`src/rtl/running_average_decoder_if.sv`:
```
// Stream interface for running_average_decoder: averaged samples in, reconstructed samples out.
// The master drives the averages and flush; the slave (the decoder) returns samples and status.
interface running_average_decoder_if;
  logic        flush_i;
  logic        valid_i;
  logic [31:0] avg_i;
  logic        valid_o;
  logic [31:0] data_o;
  logic        primed_o;
  logic [31:0] count_o;

  modport master (
    output flush_i, valid_i, avg_i,
    input  valid_o, data_o, primed_o, count_o
  );

  modport slave (
    input  flush_i, valid_i, avg_i,
    output valid_o, data_o, primed_o, count_o
  );
endinterface

```
`src/rtl/running_average_decoder.sv`:
```
// Inverse N-tap running-average filter: x = (avg << log2(N)) - sum of the last N-1 outputs, mod 2^32.
// Optional macro OUT_REG_EN adds one output register stage (latency 2 instead of 1).
module running_average_decoder #(
  parameter int N = 4
) (
  input  logic                     clk,
  input  logic                     reset,
  running_average_decoder_if.slave bus
);

  localparam int SHIFT_N = $clog2(N);
  localparam logic [SHIFT_N-1:0] FILL_LAST = SHIFT_N'(N - 1);

  typedef enum logic {FILL, STEADY} state_t;

  state_t                 state_q, state_d;
  logic [SHIFT_N-1:0]     fill_q, fill_d;
  logic [N-2:0][31:0]     hist_q, hist_d;
  logic [31:0]            data_q, data_d;
  logic                   valid_q, valid_d;
  logic [31:0]            count_q, count_d;
  logic [31:0]            sum_hist;
  logic [31:0]            x;

  // Flush is applied first so a sample arriving with it decodes against empty history.
  always_comb begin
    state_d  = state_q;
    fill_d   = fill_q;
    hist_d   = hist_q;
    data_d   = data_q;
    count_d  = count_q;
    valid_d  = 1'b0;
    sum_hist = '0;
    x        = '0;

    if (bus.flush_i) begin
      hist_d  = '0;
      count_d = '0;
      fill_d  = '0;
      state_d = FILL;
    end

    if (bus.valid_i) begin
      for (int i = 0; i < N - 1; i++) begin
        sum_hist = sum_hist + hist_d[i];
      end
      x = (bus.avg_i << SHIFT_N) - sum_hist;
      for (int i = N - 2; i > 0; i--) begin
        hist_d[i] = hist_d[i-1];
      end
      hist_d[0] = x;
      data_d    = x;
      valid_d   = 1'b1;
      count_d   = count_d + 32'd1;
      if (state_d == FILL) begin
        fill_d = fill_d + 1'b1;
        if (fill_d == FILL_LAST) begin
          state_d = STEADY;
        end
      end
    end
  end

  always_ff @(posedge clk) begin
    if (reset) begin
      state_q <= FILL;
      fill_q  <= '0;
      hist_q  <= '0;
      data_q  <= '0;
      valid_q <= 1'b0;
      count_q <= '0;
    end else begin
      state_q <= state_d;
      fill_q  <= fill_d;
      hist_q  <= hist_d;
      data_q  <= data_d;
      valid_q <= valid_d;
      count_q <= count_d;
    end
  end

`ifdef OUT_REG_EN
  logic        valid2_q, valid2_d;
  logic [31:0] data2_q, data2_d;
  logic [31:0] count2_q, count2_d;
  logic        primed2_q, primed2_d;

  // Status is delayed alongside the data so count/primed line up with each pulse.
  always_comb begin
    valid2_d  = valid_q && !bus.flush_i;
    data2_d   = valid_q ? data_q : data2_q;
    count2_d  = count_q;
    primed2_d = (state_q == STEADY);
  end

  always_ff @(posedge clk) begin
    if (reset) begin
      valid2_q  <= 1'b0;
      data2_q   <= '0;
      count2_q  <= '0;
      primed2_q <= 1'b0;
    end else begin
      valid2_q  <= valid2_d;
      data2_q   <= data2_d;
      count2_q  <= count2_d;
      primed2_q <= primed2_d;
    end
  end

  assign bus.valid_o  = valid2_q;
  assign bus.data_o   = data2_q;
  assign bus.count_o  = count2_q;
  assign bus.primed_o = primed2_q;
`else
  assign bus.valid_o  = valid_q;
  assign bus.data_o   = data_q;
  assign bus.count_o  = count_q;
  assign bus.primed_o = (state_q == STEADY);
`endif

endmodule
```
`src/flat_wrapper.sv`:
```
// flat-port wrapper written by rule: the top's interface ports become plain ports
module running_average_decoder_flat 
#(
  parameter int N = 4
)
  (clk, reset, bus_flush_i, bus_valid_i, bus_avg_i, bus_valid_o, bus_data_o, bus_primed_o, bus_count_o);
  running_average_decoder_if bus_i ();
  input  logic clk;
  input  logic reset;
  input wire logic [$bits(bus_i.flush_i)-1:0] bus_flush_i;
  input wire logic [$bits(bus_i.valid_i)-1:0] bus_valid_i;
  input wire logic [$bits(bus_i.avg_i)-1:0] bus_avg_i;
  output wire logic [$bits(bus_i.valid_o)-1:0] bus_valid_o;
  output wire logic [$bits(bus_i.data_o)-1:0] bus_data_o;
  output wire logic [$bits(bus_i.primed_o)-1:0] bus_primed_o;
  output wire logic [$bits(bus_i.count_o)-1:0] bus_count_o;
  assign bus_i.flush_i = bus_flush_i;
  assign bus_i.valid_i = bus_valid_i;
  assign bus_i.avg_i = bus_avg_i;
  assign bus_valid_o = bus_i.valid_o;
  assign bus_data_o = bus_i.data_o;
  assign bus_primed_o = bus_i.primed_o;
  assign bus_count_o = bus_i.count_o;
  running_average_decoder #(.N(N)) u_core (.clk(clk), .reset(reset), .bus(bus_i));
endmodule
```
`config.mk`:
```
export PLATFORM = sky130hd
export DESIGN_NAME = running_average_decoder_flat
export DESIGN_NICKNAME = d
export VERILOG_FILES = /design/src/rtl/running_average_decoder_if.sv /design/src/rtl/running_average_decoder.sv /design/src/flat_wrapper.sv
export SDC_FILE = /design/constraint.sdc
export NUM_CORES = 1
export LEC_CHECK = 0
export CAP_MARGIN = 20
export CORE_UTILIZATION = 52
export CTS_CLUSTER_DIAMETER = 50
export DETAILED_ROUTE_END_ITERATION = 8
export PLACE_DENSITY = 0.77
export SLEW_MARGIN = 20
export SYNTH_ARGS = -nofsm -noshare
export SYNTH_HDL_FRONTEND = slang
export SYNTH_SLANG_ARGS = --single-unit
```
`constraint.sdc`:
```
create_clock -name clk -period 5.1 [get_ports clk]
set_clock_uncertainty 0.2 [all_clocks]
set_input_delay 1.02 -clock clk [delete_from_list [all_inputs] [get_ports clk]]
set_output_delay 1.02 -clock clk [all_outputs]
set_load 0.05 [all_outputs]
```
## Word-level counts from Yosys, hierarchy flattened

Cells that the tools add are included.

- Output and inout bits: 66
- Memories kept: 0
- ROM bits: 0
- RAM bits: 0
- Input port bits: 36
- Flip-flop bits (word level): 164
- Logic and storage cells: 26
- Bits in latches: 0

- Shift-type cells: 0
- Bitwise logic cells: 0
- Order comparisons: 0
- Reduce and logical (&&, ||, !) cells: 0
- Equality and inequality tests: 1
- Muxes and demuxes: 12
- $add $sub $neg: 5
- Divide/modulo/power cells: 0
- $mul: 0

Operators with widths:

| kind | count |
|---|---|
| $mux W96 | 2 |
| $add A32 B32 Y32 | 2 |
| $mux W32 | 2 |
| $add A32 B1 Y32 const B | 1 |
| $sub A32 B32 Y32 | 1 |
| $mux W2 | 3 |
| $mux W1 | 5 |
| $add A2 B1 Y2 const B | 1 |
| $eq A2 B2 Y1 const B | 1 |

## Logic depth before layout (Yosys ltp)

Gate-level depths: netlist of the first run.

- Depth in word-level cells: 6
- Depth in mapped cells: 17
- Gate-level depth less buffers: 14

## Worst setup path after synthesis of the first run

Ideal clock, no wire load.

- Path kind: in2reg
- From: in bus_flush_i
- To: reg u_core.hist_q[26] in the netlist's numbering
- Path buffers: 3
- Setup time: 0.129 ns
- Stages: 17
- Required time: 4.771 ns
- Arrival time: 4.667 ns
- Slack: 0.104 ns
- Path through: inv_1 > clkbuf_1 > clkbuf_1 > nand2_1 > fa_1 > inv_1 > fa_1 > inv_1 > ha_1 > clkbuf_1 > inv_1 > nor3_1 > nand3_1 > a31oi_1 > mux2_2 > a21oi_1 > o21ai_0

- Cells in the longest elaborated chain, start to end: 5

RTL lines:

| element | RTL line | source |
|---|---|---|
| start, declared | flat_wrapper.sv:10 | `input wire logic [$bits(bus_i.flush_i)-1:0] bus_flush_i;` |
| $mux W96 * | running_average_decoder.sv:36 | `if (bus.flush_i) begin` |
| $add A32 B32 Y32 (2 in a row) | running_average_decoder.sv:45 | `sum_hist = sum_hist + hist_d[i];` |
| $sub A32 B32 Y32 | running_average_decoder.sv:47 | `x = (bus.avg_i << SHIFT_N) - sum_hist;` |
| $mux W96 * | running_average_decoder.sv:43 | `if (bus.valid_i) begin` |
| end signal, assigned | running_average_decoder.sv:75 | `hist_q <= hist_d;` |
| end, declared | running_average_decoder.sv:18 | `logic [N-2:0][31:0] hist_q, hist_d;` |

Mark *: on every way between the ends. The rest lies on a longest branch, timed or not.
A chain may end at the register's enable or synchronous reset.

## Final worst setup path of the first run

- From: in bus_flush_i
- To: reg u_core.hist_q[28] in the netlist's numbering

Same word-level chain as after synthesis.

==> results of run 1 <==
[metrics by stage]
stage          setup WS (ns)  area, sq um  hold WS (ns)  util [%]  std cells
2_1_floorplan         0.1039         9822        0.2454         -       1159
3_3_place_gp         0.08046        11320        0.2300     62.16       1484
3_5_place_dp         0.04908        11320        0.2368     62.16       1484
4_1_cts               0.4344        11890        0.2516     65.30       1516
5_1_grt               0.1016        11890        0.2702     65.30       1516
6_report              0.3611        11890        0.2442     65.30       1516
[cells by family after synthesis]
kind of cell | share of synthesized area [%]
adders and majority gates | 16.69
DFF | 33.43
xor gates and xnor gates | 4.994
and+or+nand+nor | 19.86
muxes | 5.720
buffers and inverters | 7.172
AOI/OAI and AO/OA | 12.14
[synth_stat cells (2+ instances only)]
| cell type | number |
|---|---|
| a31o_2 | 2 |
| nor2_1 | 135 |
| o21ai_0 | 33 |
| a211o_1 | 3 |
| a31oi_1 | 20 |
| clkbuf_1 | 44 |
| o21bai_1 | 3 |
| ha_1 | 35 |
| nand3_1 | 24 |
| nand2_1 | 134 |
| mux2i_1 | 55 |
| a21oi_2 | 2 |
| o21a_1 | 8 |
| buf_1 | 13 |
| a311oi_1 | 2 |
| a21oi_1 | 59 |
| inv_1 | 123 |
| o21ai_2 | 2 |
| and4_1 | 4 |
| or3_1 | 3 |
| a22o_1 | 11 |
| nand4_1 | 14 |
| o22ai_1 | 2 |
| a21o_1 | 9 |
| xor2_1 | 22 |
| xnor2_1 | 34 |
| dfxtp_1 | 164 |
| nor3b_1 | 4 |
| buf_2 | 4 |
| nand3b_1 | 2 |
| a211oi_1 | 2 |
| fa_1 | 60 |
| and2_1 | 3 |
| nor3_1 | 6 |
| nand2b_1 | 4 |
| and3_1 | 10 |
| nor2b_1 | 71 |
| or2_2 | 5 |
| o221ai_1 | 2 |
| o211ai_1 | 6 |
[worst max-delay path, stage by stage]
cell	delay (ns)
buf_2	0.20
inv_2	0.12
buf_12	0.19
buf_4	0.15
nand2_1	0.07
fa_1	0.49
inv_1	0.06
fa_1	0.52
inv_1	0.05
ha_1	0.35
a21oi_1	0.27
o21ai_0	0.20
a2111oi_0	0.46
nor2_1	0.09
a31oi_1	0.19
xnor2_1	0.17
a22o_1	0.23
[worst paths after layout]
| check | endpoint | cells past startpoint | slack [ns] |
|---|---|---|---|
| max | u_core.hist_q[28] | 17 | 0.36 |
| min | u_core.bus.data_o[26] | 2 | 0.24 |
| max reg2reg | u_core.bus.data_o[25] | 12 | 1.02 |
| min reg2reg | u_core.bus.data_o[26] | 2 | 0.24 |
[sequential cells by signal, summed over array words and instances (netlist names)]
| signal | cells |
|---|---|
| u_core.bus.valid_o | 1 |
| u_core.bus.data_o | 32 |
| u_core.bus.count_o | 32 |
| u_core.hist_q | 96 |
| u_core.bus.primed_o | 1 |
| u_core.fill_q | 2 |
[metal layers]
metal | part of all wire, % | global-route usage [%] | routed length [um] | vias up
met5 | 0 | 0 | 0 | -
met4 | 2.4 | 9.883 | 556 | 0
met3 | 3.7 | 3.476 | 846 | 43
met2 | 47 | 40.41 | 10620 | 194
met1 | 47 | 32.56 | 10710 | 3842
li1 | - | - | - | 4005
[power groups by stage]
stage	sequential [mW]	clock, mW	combinational [mW]
2_1_floorplan	1.61	0	0.714
6_report	1.43	1.27	1.32
4_1_cts	1.43	1.29	1.31
3_3_place_gp	1.45	0	1.28
5_1_grt	1.44	1.35	1.44
3_5_place_dp	1.45	0	1.30
[layout make-up]
cell class	instances	area, sq um	area share (%)
clock buffers	18	429.2	3.609
clock inverters	14	142.6	1.200
inverters	124	465.4	3.915
multi-input cells	809	5837	49.09
flip-flops and latches	164	3283	27.61
well taps	229	286.5	2.410
repair buffers	158	1446	12.16
==> results.toml, run 1 <==
[global_routing]
overflow = 0
grt_usage_pct = 24.57
grt_pass1_wl_um = 38130
grt_pass1_vias = 7910
antenna_found_initial = 0
grt_max_degree = 68

[sta]
max_freq_ghz = 0.2110
tightest_slew_ns = 0.9839
rsz0062_at_grt = "no"
report.final.hold_viol_count = 0
fin_crit_sh_pct = 92.92
setup-violations-final = 0
finalSetupTns_ns = 0
slew_violations = 0
slew_headroom_pct = 34.41
period_needed_ns = 4.739

[placement]
numPortBuffers = 99
gp_congestion = 0.9202
hpwlAfterDp_um = 16300

[die]
die_area_sq_um = 19440
core-area_sq_um = 18210
rows = 49
io_pins = 102
die_w_um = 139.4
start_util_pct = 53.94
die_h_um = 139.4

[power_and_ir_drop]
p_leak_nw = 5.130
vdd_drop_max_mv = 0.2724
seqPwrFrac_pct = 35.5
powerDensity_nw_per_um2 = 337.7
swShare_pct = 35.34
p_comb_share_pct = 32.9
p_sw_mw = 1.419
p_int_mw = 2.596
finalPower_mw = 4.015
clkPwrFrac_pct = 31.5

[yosys]
synthArstFlopShare_pct = 0
syn_inst = 1159
yosysTopAreaCell = "dfxtp_1"
synth_top_area_share_pct = 33.43
syn_area_per_cell_sq_um = 8.474
synth_cell_types = 60
synth_seq_cells = 164
ys_seq_area_share_pct = 33.43
ys.flop_type = "dfxtp_1"
synth-edff-count = 0
syn_area_sq_um = 9822
yosysWarnings = 0
synthesis.nets = 1290
synth_area_leaders = "dfxtp_1 (33%), fa_1 (12%), mux2i_1 (5.6%)"

[clock_network]
ctsRootBufferMaster = "clkbuf_16"
htree_levels = 4
cts-resized-gates = 0
tritoncts = "yes"
cts-buffers-inserted = 17
holdBufCountCts = 0
cts_max_path_buffers = 2
clk_pin_slew_ns = 0.07
insertion_delay_ns = 0.44
post_cts_buffers = 0
cts.sinks = 164

[final_layout]
diodes = 0
final_cell_mix = "dfxtp_1 (164), nand2_1 (134), nor2_1 (134)"
area_growth_syn_to_layout_pct = 21.06
final_common_cell = "dfxtp_1"
fillers = 1509
drive_gt1_share_pct = 8.936
nets = 1405

[worst_hold_path]
min_from = "u_core.bus.data_o[26]"
hp-class = "register to register"

[route]
first_pass_iters = 5
routedWlPerCell_um = 15.00
num_vias = 8084
drcViolationCount = 0
wirelength_um = 22740
avgViaCountPerCell = 5.332
ant_nets = 0
drt_iter0_drc = 518

[setup_path]
path_max_fanout = 37
crit_type = "primary input to register"
start_kind = "primary input"
worst_setup_path_end_kind = "register"
required_ns = 5.23
crit_start = "bus_flush_i"
cp.arrival_ns = 4.87
r2r-start = "u_core.hist_q[34]"

[run]
cap_violations = 0

[outcome]
status = "finished clean"
No activity file was read; power rests on OpenSTA's default activity.
==> run 2, diff against run 1 <==
Settings changed: CTS_CLUSTER_SIZE set to 12, GPL_TIMING_DRIVEN set to 1.
==> results of run 2 <==
Final layout, timing and power as in run 1 (identical DEF).
